<file path="src/rtl/matrix_mult_seq.sv">
// rtl/matrix_mult_seq.sv - sequential NxN matrix multiplier with one shared MAC
//
// Computes C = A x B (or C = C + A x B in accumulate mode) one multiply-
// accumulate per cycle, traversing result elements row-major with the dot
// product index k as the inner loop. The operands are captured on the start
// edge. The result stays in an output register until the next operation.
//
// Ports:
//   clk       rising-edge clock
//   rst_n     asynchronous active-low reset
//   start     request a new operation (accepted only while idle)
//   acc_mode  sampled with start: 0 -> C = A x B, 1 -> C = C + A x B
//   a_flat    matrix A, element (r,c) at [(r*N+c)*DW +: DW]
//   b_flat    matrix B, same packing
//   c_flat    result register, element (r,c) at [(r*N+c)*CW +: CW]
//   busy      operation in progress
//   done      one-cycle completion pulse

module matrix_mult_seq #(
    parameter int N      = 2,
    parameter int DW     = 8,
    parameter int SIGNED = 0
) (
    input  logic                       clk,
    input  logic                       rst_n,
    input  logic                       start,
    input  logic                       acc_mode,
    input  logic [N*N*DW-1:0]          a_flat,
    input  logic [N*N*DW-1:0]          b_flat,
    output logic [N*N*(2*DW+$clog2(N))-1:0] c_flat,
    output logic                       busy,
    output logic                       done
);

    localparam int CW = 2*DW + $clog2(N);
    localparam int IW = $clog2(N);
    localparam int EW = CW - 2*DW;
    localparam logic [IW-1:0] LAST = IW'(N-1);

    typedef enum logic {IDLE, CALC} state_t;

    state_t          state_q;
    logic [DW-1:0]   a_q [N][N];
    logic [DW-1:0]   b_q [N][N];
    logic [CW-1:0]   c_q [N][N];
    logic            acc_mode_q;
    logic [IW-1:0]   i_q, j_q, k_q;
    logic [CW-1:0]   acc_q;
    logic            busy_q;
    logic            done_q;

    logic [DW-1:0]   a_el, b_el;
    logic [2*DW-1:0] prod;
    logic [CW-1:0]   prod_ext;
    logic [CW-1:0]   acc_d;
    logic [CW-1:0]   seed_d;
    logic [IW-1:0]   i_nxt, j_nxt;
    logic            j_wrap;
    logic            last_elem;

    always_comb begin
        a_el = a_q[i_q][k_q];
        b_el = b_q[k_q][j_q];

        // The low 2*DW bits of the product of sign-extended operands equal the
        // two's complement product, so one unsigned multiplier serves both modes.
        if (SIGNED != 0) begin
            prod = {{DW{a_el[DW-1]}}, a_el} * {{DW{b_el[DW-1]}}, b_el};
            prod_ext = {{EW{prod[2*DW-1]}}, prod};
        end else begin
            prod = {{DW{1'b0}}, a_el} * {{DW{1'b0}}, b_el};
            prod_ext = {{EW{1'b0}}, prod};
        end

        acc_d = acc_q + prod_ext;

        j_wrap    = (j_q == LAST);
        last_elem = j_wrap && (i_q == LAST) && (k_q == LAST);
        j_nxt     = j_wrap ? '0 : j_q + 1'b1;
        // Keep the next-row index in range even on the final element, so the
        // seed lookup below never addresses past the array for non-power-of-two N.
        if (j_wrap) begin
            i_nxt = (i_q == LAST) ? '0 : i_q + 1'b1;
        end else begin
            i_nxt = i_q;
        end

        // Each element is written exactly once per operation, so the old value
        // of the next element is still intact when it is used as the seed.
        seed_d = acc_mode_q ? c_q[i_nxt][j_nxt] : '0;
    end

    always_ff @(posedge clk or negedge rst_n) begin
        if (!rst_n) begin
            state_q    <= IDLE;
            acc_mode_q <= 1'b0;
            i_q        <= '0;
            j_q        <= '0;
            k_q        <= '0;
            acc_q      <= '0;
            busy_q     <= 1'b0;
            done_q     <= 1'b0;
            for (int r = 0; r < N; r++) begin
                for (int c = 0; c < N; c++) begin
                    a_q[r][c] <= '0;
                    b_q[r][c] <= '0;
                    c_q[r][c] <= '0;
                end
            end
        end else begin
            done_q <= 1'b0;
            case (state_q)
                IDLE: begin
                    if (start) begin
                        for (int r = 0; r < N; r++) begin
                            for (int c = 0; c < N; c++) begin
                                a_q[r][c] <= a_flat[(r*N+c)*DW +: DW];
                                b_q[r][c] <= b_flat[(r*N+c)*DW +: DW];
                            end
                        end
                        acc_mode_q <= acc_mode;
                        i_q        <= '0;
                        j_q        <= '0;
                        k_q        <= '0;
                        acc_q      <= acc_mode ? c_q[0][0] : '0;
                        busy_q     <= 1'b1;
                        state_q    <= CALC;
                    end
                end
                CALC: begin
                    if (k_q != LAST) begin
                        acc_q <= acc_d;
                        k_q   <= k_q + 1'b1;
                    end else begin
                        c_q[i_q][j_q] <= acc_d;
                        k_q           <= '0;
                        if (last_elem) begin
                            i_q     <= '0;
                            j_q     <= '0;
                            acc_q   <= '0;
                            busy_q  <= 1'b0;
                            done_q  <= 1'b1;
                            state_q <= IDLE;
                        end else begin
                            i_q   <= i_nxt;
                            j_q   <= j_nxt;
                            acc_q <= seed_d;
                        end
                    end
                end
                default: state_q <= IDLE;
            endcase
        end
    end

    for (genvar r = 0; r < N; r++) begin : g_row
        for (genvar c = 0; c < N; c++) begin : g_col
            assign c_flat[(r*N+c)*CW +: CW] = c_q[r][c];
        end
    end

    assign busy = busy_q;
    assign done = done_q;

endmodule
</file>
<file path="config.mk">
export PLATFORM = sky130hd
export DESIGN_NAME = matrix_mult_seq
export DESIGN_NICKNAME = d
export VERILOG_FILES = /design/src/rtl/matrix_mult_seq.sv
export SDC_FILE = /design/constraint.sdc
export NUM_CORES = 1
export LEC_CHECK = 0
export CAP_MARGIN = 20
export CORE_MARGIN = 3
export CORE_UTILIZATION = 34
export DETAILED_ROUTE_END_ITERATION = 8
export HOLD_SLACK_MARGIN = 0.12
export PLACE_DENSITY = 0.61
export SLEW_MARGIN = 20
export SYNTH_ARGS = -nofsm -noshare
export SYNTH_HDL_FRONTEND = slang
export SYNTH_SLANG_ARGS = --single-unit
</file>
<file path="constraint.sdc">
create_clock -name clk -period 7.3 [get_ports clk]
set_clock_uncertainty 0.15 [all_clocks]
set_input_delay 1.46 -clock clk [delete_from_list [all_inputs] [get_ports clk]]
set_output_delay 1.46 -clock clk [all_outputs]
set_load 0.005 [all_outputs]
</file>
==> flow_summary.ini, run 1 <==
[sta]
relSlewSlack_pct = 37.6
min_period_ps = 5980
fin_crit_sh_pct = 82.0
tns_ps = 0
max_freq_mhz = 167
rsz0062_at_grt = false
tightest_slew_ps = 937
setup-violations-final = 0
hold_violations = 0
slew_violations = 0

[synthesis]
syn_inst = 813
seq_area_frac_synth_pct = 41.6
synth.distinct_cells = 53
avgSynthCellArea_sq_um = 11.5
synth_seq_cells = 156
synthFlopType = dfrtp_1
syn_area_sq_um = 9380
synth.yosys.warnings = 0
ys_async_sr_fraction_pct = 100
synth_edf_count = 0
synth_fp_nets = 973

[drt]
vias = 6482
drc_errors = 0
viasPerCell = 5.00
wire_per_inst_um = 18.1
final_antenna_net_count = 0
dr.pass1.iters = 5
routed_wirelength_mm = 23.5
dr.first_iter.drc_count = 484

[grt]
antenna_found_initial = 0
grt_usage_pct = 16.8
overflow = 0
grt_start_max_net_pins = 98
gr-usage-met2_pct = 26.9
grt_pass1_vias = 6909
top_usage_layer = met2
grt_pass1_wl_mm = 38.4
grtUsageMet3_pct = 3.09
met1_usage_pct = 23.5

[clocking]
cts_buffers = 17
clk_latency_ps = 430
cts_hold_buffers = 0
cts_setup_buffers = 0
cts_resized = 0
cts_sinks = 156
cts_tree = built
clock_path_buffers = 2
cts_root_buf = clkbuf_16
clk_pin_slew_ps = 70
htreeDepth = 4

[cells_and_area]
diodes = 0
syn_to_final_growth_pct = 25.0
nets = 1102
n_fill_cell = 2556
drive_above_1_share_pct = 18.2

[setup_path]
crit_type = reg2reg
arrival_ps = 6120
end_kind = flop
crit_path_max_fanout = 14
start_kind = flop
critical_path_required_ps = 7440

[place]
numPortBuffers = 137
place_congestion = 0.818
hpwl_mm = 17.3

[die]
die_w_um = 172
die-area_sq_um = 29600
initial_utilization_pct = 34.7
dieHeight_um = 172
pin_count = 138
coreArea_sq_um = 27000
placementRows = 60

[run]
drv_cap = 0

[min_path]
hold_class = reg2reg

[outcome]
status = finished, final reports clean
## critical path, cell delays in order (launching register included)
cell	delay, ps
dfrtp_1	780
buf_4	350
mux4_2	630
nand2_1	140
fa_1	410
fa_1	490
inv_1	50
fa_1	470
inv_1	50
fa_1	520
inv_1	40
ha_1	380
a21o_1	210
a21oi_1	180
nand2_1	130
a31oi_1	250
a2bb2oi_1	450
o22ai_1	160
## state kept, by name, indices dropped and copies added, names as in the netlist, 17 cells and up
| name | count |
|---|---|
| a_q | 32 |
| c_flat | 68 |
| acc_q | 17 |
| b_q | 32 |
## worst paths after layout
kind,from,to,slack (ps),cells after the start
worst min register to register,a_q[7],a_q[7],350,1
worst max-delay path,k_q,acc_q[11],1320,17
max in group asynchronous,rst_n,j_q,4610,2
min in group asynchronous,rst_n,a_q[11],950,1
worst min-delay path,a_q[7],a_q[7],350,1
worst max register to register,k_q,acc_q[11],1320,17
## layout make-up
cell class                 instances  area [sq um]  share of cell area (%)
clock inverter                    15           199                    1.70
multi-input combinational        521          4960                    42.3
clock buffer                      17           425                    3.63
timing repair buffer             147          1450                    12.3
tap                              341           427                    3.64
sequential                       156          3900                    33.3
inverter                          99           372                    3.17
## cells in the final DEF, fill, tap and decap left out, drive strengths merged, types with 11 or more instances in the layout
| cell | n |
|---|---|
| dfrtp | 156 |
| clkdlybuf4s50 | 136 |
| inv | 105 |
| nand2 | 104 |
| mux2 | 82 |
| o21ai | 64 |
| fa | 50 |
| ha | 42 |
| mux4 | 33 |
| and2 | 28 |
| nor2 | 20 |
| clkbuf | 17 |
| a21oi | 17 |
| buf | 11 |
## synthesized netlist by cell type, types with 2 or more instances
cell type	number	area share, %
a221oi_1	9	0.84
and3_1	2	0.13
a21oi_1	16	0.85
a211oi_1	4	0.32
nor2b_1	7	0.47
buf_2	15	0.80
fa_1	50	11
ha_1	42	5.6
a31oi_1	4	0.27
buf_1	4	0.16
a21o_1	3	0.24
dfrtp_1	156	42
o22ai_1	5	0.33
clkbuf_1	17	0.68
inv_1	98	3.9
nand3_1	6	0.32
mux2_2	82	9.8
o21a_1	3	0.24
o21ai_0	44	2.3
nand2b_1	3	0.20
and2_1	28	1.9
nor2_1	20	0.80
nand2_1	104	4.2
xor2_1	3	0.28
xnor2_1	4	0.37
mux4_2	33	7.9
a222oi_1	4	0.43
o21ai_1	20	1.1
xnor2_2	3	0.52
## cell families after synthesis
group / synth area share (%)
buffers and inverters: 5.68
and+or+nand+nor: 8.40
adders and majority gates: 16.3
muxes: 17.8
DFF: 41.6
AOI/OAI and AO/OA: 8.95
xor gates and xnor gates: 1.35
## per-layer routing
layer	vias to the layer above	routed length [um]
li1	3030	-
met1	3282	10500
met2	139	11500
met3	31	873
met4	0	522
met5	-	0
## per-stage QoR
step	instance area, sq um	std cells	hold WS, ps	util, %	worst slack, ps
after floorplan	9380	813	322	-	1950
after global placement	11100	1264	334	41.1	1390
after detailed placement	11100	1264	340	41.1	1300
after CTS	11700	1296	355	43.4	1320
after global routing	11700	1296	370	43.4	916
final	11700	1296	353	43.4	1320
Power of run 1 is not shown: default switching activity piles up to over one toggle a cycle in this logic, so the estimate is an artifact.
==> run 2, diff against run 1 <==
Clock period 7.3 ns to 5.9 ns, I/O delays scaled along.
==> flow_summary.ini, run 2 (synthesis gave the netlist of run 1 again) <==
[sta]
rsz0062_at_grt = false
tightest_slew_ps = 857
min_period_ps = 5520
slew_violations = 0
max_freq_mhz = 181
hold_violations = 0
fin_crit_sh_pct = 93.6
relSlewSlack_pct = 42.8
worst_hold_slack_ps = 352
tns_ps = 0
setup-violations-final = 0
setup_ws_ps = 378

[clocking]
cts_sinks = 156
clk_pin_slew_ps = 70
cts_hold_buffers = 0
cts_root_buf = clkbuf_16
cts_tree = built
cts_setup_buffers = 0
clk_latency_ps = 420
htreeDepth = 4
clock_path_buffers = 2
cts_buffers = 17

[die]
die_w_um = 172
coreArea_sq_um = 27000
placementRows = 60
pin_count = 138
initial_utilization_pct = 34.7
dieHeight_um = 172
die-area_sq_um = 29600

[setup_path]
cpPeakStageDelay_ps = 680
crit_type = reg2reg
cpMostUsedCell = fa_1
worstPathCellList = mux4_2 -> and2_1 -> fa_1 -> fa_1 -> fa_1 -> inv_1 -> fa_1 -> inv_1 -> ha_1 -> a21oi_2 -> o21ai_1 -> o41ai_2 -> o41ai_4 -> xnor2_2 -> o22ai_2
path_buf_inv = 2
end_kind = flop
critical_path_required_ps = 6030
start_kind = flop
arrival_ps = 5650
crit_path_max_fanout = 12
cpLargestDelayFamily = adder cells
slowest_stage = mux4_2

[grt]
grt_pass1_vias = 6927
grt_start_max_net_pins = 65
grt_pass1_wl_mm = 38.6
overflow = 0
antenna_found_initial = 0
grt_usage_pct = 16.8

[run]
drv_cap = 0

[cells_and_area]
fin_area_sq_um = 11800
final_common_cell = dfrtp_1
n_fill_cell = 2571
layout_common_cells = 155 x dfrtp_1, 136 x clkdlybuf4s50_1, 104 x nand2_1
largest_register_ffs = 68
nets = 1111
diodes = 0
drive_above_1_share_pct = 19.0
syn_to_final_growth_pct = 25.8

[drt]
viasPerCell = 5.03
wire_per_inst_um = 18.3
final_antenna_net_count = 0
drc_errors = 0
vias = 6568
dr.pass1.iters = 5
dr.first_iter.drc_count = 258
routed_wirelength_mm = 23.9

[place]
placed_cell_area_sq_um = 11200
place_congestion = 0.860
dpl_worst_slack_ps = 170
hpwl_mm = 17.6
numPortBuffers = 137

[min_path]
hold_class = reg2reg

[outcome]
status = finished, final reports clean
## run 2: final timing paths
path	startpoint	end	slack [ps]	depth (start not counted)
setup / recovery	i_q	acc_q[16]	380	15
hold / removal	b_q[27]	b_q[27]	350	1
setup reg to reg	i_q	acc_q[16]	380	15
hold reg to reg	b_q[27]	b_q[27]	350	1
max in group asynchronous	rst_n	c_flat[17]	3850	2
min in group asynchronous	rst_n	a_q[11]	590	1
## run 2: final cells by class
type | count | area [sq um] | share of cell area (%)
inverter | 99 | 372 | 3.15
sequential | 156 | 3910 | 33.1
clock inverter | 15 | 198 | 1.67
clock buffer | 17 | 425 | 3.60
timing repair buffer | 156 | 1530 | 12.9
multi-input combinational | 521 | 4950 | 42.0
tap | 341 | 427 | 3.61
## run 2: layer usage
layer	vias to the layer above	GRT usage (%)	share of wire [%]
li1	3050	-	-
met1	3384	22.9	44
met2	121	28.5	51
met3	13	2.83	3.3
met4	0	3.40	0.96
met5	-	0	0
## run 2: what timing repair did
item	in CTS	in global routing
setup endpoints to repair	0	28
resized for setup	0	1
endpoints found under the hold margin	0	0
## run 2: through the flow
stage,util (%),std cells
after floorplan,-,813
after global placement,41.4,1273
after CTS,43.7,1305
after global routing,43.7,1305
final,43.7,1305
after detailed placement,41.4,1273
Power of run 2 is left out for the same reason.
